File: src/rtl/rom64_lookup_arbiter_pkg.sv
// -----------------------------------------------------------------------------
// rom64_lookup_arbiter_pkg
// Shared definitions for the LUT-ROM lookup arbiter:
//   - ROM_AW      : address width of a 64x1 distributed ROM slice
//   - CNT_W       : width of the settle counter (settle time 0..7)
//   - state_e     : controller state encoding (IDLE / WAIT / CAPT)
//   - clog2_min1  : ceil(log2(n)) clamped to at least 1, used to validate the
//                   requester-id width against the requester count
// -----------------------------------------------------------------------------
package rom64_lookup_arbiter_pkg;

    localparam int ROM_AW = 6;
    localparam int CNT_W  = 3;

    typedef enum logic [1:0] {
        ST_IDLE = 2'd0,
        ST_WAIT = 2'd1,
        ST_CAPT = 2'd2
    } state_e;

    // Constant function: number of bits needed to index n items, never below 1.
    function automatic int clog2_min1(input int n);
        int r;
        r = 0;
        for (int i = 0; i < 31; i++) begin
            if ((1 << r) < n) begin
                r = r + 1;
            end
        end
        return (r < 1) ? 1 : r;
    endfunction

endpackage

File: src/rtl/rom64_lookup_arbiter_rr_pick.sv
// -----------------------------------------------------------------------------
// rr_pick
// Combinational rotating-priority picker. Scans the request vector starting at
// position ptr_i and wrapping modulo NREQ; the first set bit wins.
//
// Ports:
//   req_i  [NREQ] : request vector
//   ptr_i  [IDW]  : index holding highest priority this round (< NREQ)
//   hit_o         : at least one request is set
//   sel_o  [NREQ] : one-hot winner (all zero when hit_o is low)
//   id_o   [IDW]  : binary index of the winner (zero when hit_o is low)
// -----------------------------------------------------------------------------
module rr_pick #(
    parameter int NREQ = 4,
    parameter int IDW  = 2
) (
    input  logic [NREQ-1:0] req_i,
    input  logic [IDW-1:0]  ptr_i,
    output logic            hit_o,
    output logic [NREQ-1:0] sel_o,
    output logic [IDW-1:0]  id_o
);

    // Walk the offsets from the farthest to the nearest so that the smallest
    // offset from ptr_i that has a request is the last (and winning) write.
    always_comb begin
        hit_o = 1'b0;
        id_o  = '0;
        for (int k = NREQ - 1; k >= 0; k--) begin
            int idx;
            idx = int'(ptr_i) + k;
            if (idx >= NREQ) begin
                idx = idx - NREQ;
            end
            if (req_i[idx]) begin
                hit_o = 1'b1;
                id_o  = IDW'(idx);
            end
        end
    end

    genvar gi;
    generate
        for (gi = 0; gi < NREQ; gi++) begin : g_sel
            assign sel_o[gi] = hit_o && (id_o == IDW'(gi));
        end
    endgenerate

endmodule

File: src/rtl/rom64_lookup_arbiter.sv
// -----------------------------------------------------------------------------
// rom64_lookup_arbiter
// Shares one bank of WIDTH combinational 64x1 LUT-ROM slices among NREQ
// requesters. Round-robin arbitration, registered ROM address, programmable
// settle time, then the ROM word is captured and returned tagged with the id
// of the requester that owned the access. Only one access is ever in flight.
//
// Ports:
//   CLK       in   rising-edge clock
//   RSTN      in   asynchronous active-low reset
//   req       in   [NREQ]      request levels, held until granted
//   req_addr  in   [6*NREQ]    packed addresses, requester i at [6i+5:6i]
//   gnt       out  [NREQ]      one-hot single-cycle grant pulse
//   rom_ad    out  [6]         registered ROM address
//   rom_do    in   [WIDTH]     combinational ROM data
//   rdata     out  [WIDTH]     captured ROM word (held between pulses)
//   rvalid    out              single-cycle pulse when rdata is new
//   rid       out  [IDW]       owner of the current access / rdata
//   busy      out              controller is not idle
//
// Timing (S = SETTLE): grant edge -> rvalid edge is S+2 cycles; a requester
// served back to back sees grants S+3 cycles apart.
// -----------------------------------------------------------------------------
module rom64_lookup_arbiter
    import rom64_lookup_arbiter_pkg::*;
#(
    parameter int NREQ   = 4,
    parameter int WIDTH  = 8,
    parameter int SETTLE = 1,
    parameter int IDW    = 2
) (
    input  logic                     CLK,
    input  logic                     RSTN,
    input  logic [NREQ-1:0]          req,
    input  logic [ROM_AW*NREQ-1:0]   req_addr,
    output logic [NREQ-1:0]          gnt,
    output logic [ROM_AW-1:0]        rom_ad,
    input  logic [WIDTH-1:0]         rom_do,
    output logic [WIDTH-1:0]         rdata,
    output logic                     rvalid,
    output logic [IDW-1:0]           rid,
    output logic                     busy
);

    // Elaboration-time parameter sanity checks.
    generate
        if (IDW != clog2_min1(NREQ)) begin : g_bad_idw
            $error("rom64_lookup_arbiter: IDW must equal clog2(NREQ), minimum 1");
        end
        if (NREQ < 2 || NREQ > 8) begin : g_bad_nreq
            $error("rom64_lookup_arbiter: NREQ must be in 2..8");
        end
        if (SETTLE < 0 || SETTLE > 7) begin : g_bad_settle
            $error("rom64_lookup_arbiter: SETTLE must be in 0..7");
        end
    endgenerate

    state_e              state_q,  state_d;
    logic [IDW-1:0]      ptr_q,    ptr_d;
    logic [CNT_W-1:0]    cnt_q,    cnt_d;
    logic [ROM_AW-1:0]   rom_ad_q, rom_ad_d;
    logic [NREQ-1:0]     gnt_q,    gnt_d;
    logic [IDW-1:0]      rid_q,    rid_d;
    logic [WIDTH-1:0]    rdata_q,  rdata_d;
    logic                rvalid_q, rvalid_d;

    logic                pick_hit;
    logic [NREQ-1:0]     pick_sel;
    logic [IDW-1:0]      pick_id;

    rr_pick #(
        .NREQ (NREQ),
        .IDW  (IDW)
    ) u_rr_pick (
        .req_i (req),
        .ptr_i (ptr_q),
        .hit_o (pick_hit),
        .sel_o (pick_sel),
        .id_o  (pick_id)
    );

    always_ff @(posedge CLK or negedge RSTN) begin
        if (!RSTN) begin
            state_q  <= ST_IDLE;
            ptr_q    <= '0;
            cnt_q    <= '0;
            rom_ad_q <= '0;
            gnt_q    <= '0;
            rid_q    <= '0;
            rdata_q  <= '0;
            rvalid_q <= 1'b0;
        end else begin
            state_q  <= state_d;
            ptr_q    <= ptr_d;
            cnt_q    <= cnt_d;
            rom_ad_q <= rom_ad_d;
            gnt_q    <= gnt_d;
            rid_q    <= rid_d;
            rdata_q  <= rdata_d;
            rvalid_q <= rvalid_d;
        end
    end

    always_comb begin
        state_d  = state_q;
        ptr_d    = ptr_q;
        cnt_d    = cnt_q;
        rom_ad_d = rom_ad_q;
        gnt_d    = '0;       // grant and rvalid are pulses
        rid_d    = rid_q;
        rdata_d  = rdata_q;
        rvalid_d = 1'b0;

        case (state_q)
            ST_IDLE: begin
                // req and req_addr are looked at only here; anything raised
                // while an access is in flight waits for the next IDLE.
                if (pick_hit) begin
                    rom_ad_d = req_addr[int'(pick_id)*ROM_AW +: ROM_AW];
                    gnt_d    = pick_sel;
                    rid_d    = pick_id;
                    cnt_d    = CNT_W'(SETTLE);
                    state_d  = ST_WAIT;
                end
            end
            ST_WAIT: begin
                if (cnt_q == '0) begin
                    state_d = ST_CAPT;
                end else begin
                    cnt_d = cnt_q - CNT_W'(1);
                end
            end
            ST_CAPT: begin
                // ROM output is taken verbatim, unknowns included.
                rdata_d  = rom_do;
                rvalid_d = 1'b1;
                ptr_d    = (rid_q == IDW'(NREQ - 1)) ? '0 : rid_q + IDW'(1);
                state_d  = ST_IDLE;
            end
            default: begin
                state_d = ST_IDLE;
            end
        endcase
    end

    assign gnt    = gnt_q;
    assign rom_ad = rom_ad_q;
    assign rdata  = rdata_q;
    assign rvalid = rvalid_q;
    assign rid    = rid_q;
    assign busy   = (state_q != ST_IDLE);

endmodule

File: config.mk
export PLATFORM = sky130hd
export DESIGN_NAME = rom64_lookup_arbiter
export DESIGN_NICKNAME = d
export VERILOG_FILES = /design/src/rtl/rom64_lookup_arbiter_pkg.sv /design/src/rtl/rom64_lookup_arbiter_rr_pick.sv /design/src/rtl/rom64_lookup_arbiter.sv
export SDC_FILE = /design/constraint.sdc
export NUM_CORES = 1
export LEC_CHECK = 0
export BUFFER_PORTS_ARGS = -buffer_cell sky130_fd_sc_hd__buf_4
export CAP_MARGIN = 20
export CORE_MARGIN = 2
export CORE_UTILIZATION = 47
export CTS_CLUSTER_DIAMETER = 80
export CTS_CLUSTER_SIZE = 40
export DETAILED_ROUTE_END_ITERATION = 10
export HOLD_SLACK_MARGIN = 0.1
export PLACE_DENSITY = 0.91
export SETUP_SLACK_MARGIN = 0.02
export SYNTH_ARGS = -nofsm -noshare
export SYNTH_HDL_FRONTEND = slang
export SYNTH_SLANG_ARGS = --single-unit
File: constraint.sdc
create_clock -name CLK -period 2 [get_ports CLK]
set_clock_uncertainty 0.05 [all_clocks]
set_input_delay 0.5 -clock CLK [delete_from_list [all_inputs] [get_ports CLK]]
set_output_delay 0.5 -clock CLK [all_outputs]
set_load 0.01 [all_outputs]
==> impl.org <==
** Detailed routing
- The count of nets left with antenna violations once routing finished came out at 0.
- Post-Route WL :: between 3000 and 4000 µm
- The first detailed-routing pass ran for 9 iterations.
- Wire length per cell after detailed routing :: 14.40 µm
- Using the TritonRoute via totals, the vias-per-cell ratio works out to ~5.5.
- Number of DRC violations after detailed-routing iteration 0 :: 43
- DRC violation count after routing :: 3
- For this block, the via count after detailed routing is 1234.

** GRT
- Number of antenna violations at the first check in global routing :: 0
- Wire length of the first global-routing pass :: between 5000 and 6000 µm
- For this run, the total global-route usage over all layers was measured as roughly 20%.
- Entering global routing, the biggest net connects 29 pins.
- Gr ovfl total :: 0
- The via count of the first global-routing pass is 1257.

** Worst setup path
- Traced cell by cell, the critical path runs through o21ai_1 -> a211oi_4 -> nor2_4 -> mux2_1 -> a221o_1.
- Worst-path maximum fanout :: 7
- Critical path data required time :: 2.18 ns
- The endpoint identified for the worst register-to-register timing path is rom_ad[1].
- The startpoint identified for the worst register-to-register timing path is ptr_q[1].
- Slowest cell delay on critical path :: ~0.52 ns
- Worst setup path class :: reg2reg
- Bufs and invs on worst path :: 0
- Counting cells, the worst reg-to-reg path comes to 5.
- Tracing the worst setup path back leads to its startpoint at ptr_q[1].
- The setup check on the worst reg-to-reg path leaves a slack of approximately 0.15 ns.
- Kind of capture point of the worst setup path :: flop
- Category of cells accounting for the largest share of critical-path delay :: compound AO/OA/AOI/OAI gates
- Cell at the slowest stage of the critical path :: sky130_fd_sc_hd__dfrtp_1
- Data arrival, critical path :: 2.02 ns
- STA classifies the critical path startpoint as a flop.

** Timing
- Maximum clock frequency :: 541.5 MHz
- Final-report hold violation count :: 0
- Number of setup violations in the final report :: 0
- Across all hold checks on the routed design, the worst slack comes to between 0.3 and 0.4 ns.
- For the finished layout, the period the worst path requires is between 1.5 and 2 ns.
- Final cycle utilization of the critical path :: roughly 90%
- Unrepaired setup endpoints after global routing :: false
- Post-layout worst setup margin :: 0.1533 ns
- Slew Viols, Final :: 0
- Headroom to the max-slew limit :: around three quarters
- For the pin with the worst max-slew slack, the measured transition is roughly 0.4 ns.

** Cells and area
- Final Net Count :: around 240
- From synthesis to final layout, the design area changed by 42.69%.
- Count of filler cells inserted in the layout :: between 150 and 200
- Antenna diode count :: 0
- Share of cells above drive strength 1 :: ~48%
- Once layout is done, the placed cells without fillers occupy about 2000 µm².

** Clock tree
- Post-CTS setup buffer count :: 0
- In this run, CTS created clock tree buffers numbering 3.
- At the later pin of the worst-skew pair, clock insertion delay measures 0.32 ns.
- The longest clock path from root to sink contains 2 buffers.
- In this run the number of H-tree levels came out at 1.
- CTS Root Cell :: sky130_fd_sc_hd__clkbuf_4
- CTS tree :: built
- After clock tree synthesis, the clock-pin slew on the worst setup and hold paths is ~0.15 ns.
- Number of sinks driven by the clock tree :: 28

** Logic synthesis
- Yosys warning total :: 0
- After synthesis, flip-flops and latches occupy between 40% and 50% of the total area.
- Count of mapped cells out of synthesis :: around 120
- Yosys attributes the largest share of cell area to sky130_fd_sc_hd__dfrtp_1 50%, sky130_fd_sc_hd__mux2_2 8.0%, sky130_fd_sc_hd__mux2_1 4.8%, sky130_fd_sc_hd__a221o_1 4.3%, sky130_fd_sc_hd__o21ai_0 2.9%.
- The synthesized design contains 0 enable-type register cells.
- In this run, distinct cell masters in the synthesized netlist total 36.
- After synthesis the netlist holds a flip-flop and latch count of 28.
- The synthesized netlist occupies a cell area of 1404 µm².
- Share of the synthesized area in the top cell type :: 49.91%
- In the synthesized netlist the async set-or-reset flop fraction comes to 100.0%.
- When the netlist entered floorplanning its net count stood at approximately 170.
- The biggest area contributor in the post-synthesis netlist is sky130_fd_sc_hd__dfrtp_1.
- Syn Area/Cell :: between 10 and 15 µm²
- The most used flip-flop cell after synthesis is sky130_fd_sc_hd__dfrtp_1.

** Floorplanning
- Floorplan die width :: between 50 and 60 µm
- The die covers 3440 µm².
- Number of rows created at floorplan :: 19
- Core Area :: 2805 µm²
- From bottom edge to top edge, the die measures 58.65 µm.
- Initial Util :: 50.04%
- I/O Pins :: 60

** Placed design
- Routability-driven placement finished with a final weighted congestion of about 0.85.
- After legalization and detailed placement, the total HPWL measured 2552 µm.
- Post-placement worst setup slack :: -0.1163 ns
- Quantity of I/O buffers inserted on ports :: slightly below 60
- Post-place instance area :: 1938 µm²

** Outcome
- Status :: complete, but fails checks
- Violations in the final reports :: DRC

** Job
- Max cap viols :: 0

** Min path
- The worst hold path begins at rom_do[7].
- The worst hold path belongs to the class in2reg.
- Hold worst-path end :: rdata[7]
- The worst hold path passes through 2 cells.

** Pwr
- After layout, the design draws a total of roughly 2.7 mW.
- Standby leakage power :: between 0.9 and 1 nW
- IR analysis of the VDD net gives a maximum drop of between 600 and 700 µV.
- Power per Cell Area :: ~1400 nW/µm²
-- state kept, by name (all words and copies together) (netlist names) --
| signal | count |
|---|---|
| ptr_q | 2 |
| gnt | 4 |
| rid | 2 |
| state_q | 2 |
| cnt_q | 3 |
| rom_ad | 6 |
| rdata | 8 |
| rvalid | 1 |
-- placed cells by master, fill, tap and decap left out, types with 2 or more instances in the layout --
cell type	Yosys	routed
sky130_fd_sc_hd__buf_4	0	68
sky130_fd_sc_hd__dfrtp_1	28	28
sky130_fd_sc_hd__mux2_2	10	10
sky130_fd_sc_hd__nand2_1	8	8
sky130_fd_sc_hd__o21ai_0	8	7
sky130_fd_sc_hd__nand3_1	7	7
sky130_fd_sc_hd__a21oi_1	7	7
sky130_fd_sc_hd__nor2_1	7	6
sky130_fd_sc_hd__mux2_1	6	6
sky130_fd_sc_hd__a221o_1	6	6
sky130_fd_sc_hd__inv_1	4	4
sky130_fd_sc_hd__ha_1	3	3
sky130_fd_sc_hd__clkbuf_4	0	3
sky130_fd_sc_hd__nor2b_2	2	2
sky130_fd_sc_hd__o21ai_1	1	2
sky130_fd_sc_hd__or4_1	2	2
sky130_fd_sc_hd__nor2b_1	2	2
-- where the power goes --
part | total (mW) | internal [mW] | switching (mW)
combinational | 1.37 | 0.741 | 0.629
clock | 0.362 | 0.203 | 0.160
sequential | 0.997 | 0.807 | 0.191
total | 2.73 | 1.75 | 0.979
-- what timing repair did --
item / CTS / global route
setup endpoints to repair: 0 / 5
gates resized for setup: 0 / 2
hold endpoints to repair: 28 / 0
hold buffers: 1 / 0
-- cell usage after synthesis, types with 3 or more instances --
cell type	n
sky130_fd_sc_hd__mux2_2	10
sky130_fd_sc_hd__mux2_1	6
sky130_fd_sc_hd__nor2_1	7
sky130_fd_sc_hd__a221o_1	6
sky130_fd_sc_hd__dfrtp_1	28
sky130_fd_sc_hd__inv_1	4
sky130_fd_sc_hd__o21ai_0	8
sky130_fd_sc_hd__nand3_1	7
sky130_fd_sc_hd__clkbuf_1	3
sky130_fd_sc_hd__nand2_1	8
sky130_fd_sc_hd__a21oi_1	7
sky130_fd_sc_hd__ha_1	3
-- metal layers --
metal	track usage [%]	wire length [µm]	vias up
met2	35.31	1633	69
met4	10.06	71	0
met5	0	0	-
met3	1.758	227	8
li1	-	-	594
met1	24.82	1293	563
-- logic make-up after synthesis --
family / count (synthesis) / share of synthesized area (%)
mux: 16 / 12.83
xor+xnor: 1 / 0.6240
fa+ha+maj: 3 / 2.674
buf+inv: 8 / 2.138
simple gates: 37 / 15.78
flops: 28 / 49.91
compound gates: 31 / 16.04
-- per-stage QoR --
step / setup TNS [ns] / util (%) / instances
global placement: -0.3412 / 69.09 / 219
CTS: 0 / 71.32 / 224
detailed placement: -0.6226 / 69.09 / 219
global route: 0 / 71.41 / 224
finish: 0 / 71.41 / 224
floorplan: 0 / - / 124
-- cell type report --
| class | instances | area [µm²] | share of cell area [%] |
|---|---|---|---|
| Sequential cell | 28 | 700.7 | 34.98 |
| Clock inverter | 1 | 30.03 | 1.499 |
| Multi-Input combinational cell | 88 | 675.6 | 33.73 |
| Tap cell | 31 | 38.79 | 1.936 |
| Timing Repair Buffer | 69 | 520.5 | 25.98 |
| Inverter | 4 | 15.01 | 0.7495 |
| Clock buffer | 3 | 22.52 | 1.124 |
-- worst max-delay path by stage --
| stage | to | slack [ns] | cells past startpoint |
|---|---|---|---|
| detailed placement | rom_ad[2] | -0.12 | 6 |
| global placement | rom_ad[3] | -0.07 | 6 |
| finish | rom_ad[1] | 0.15 | 5 |
| floorplan | rom_ad[0] | 0.05 | 5 |
| CTS | rom_ad[2] | 0.13 | 5 |
| global route | rom_ad[4] | 0.08 | 5 |
Power figures use the tool's default switching activity.
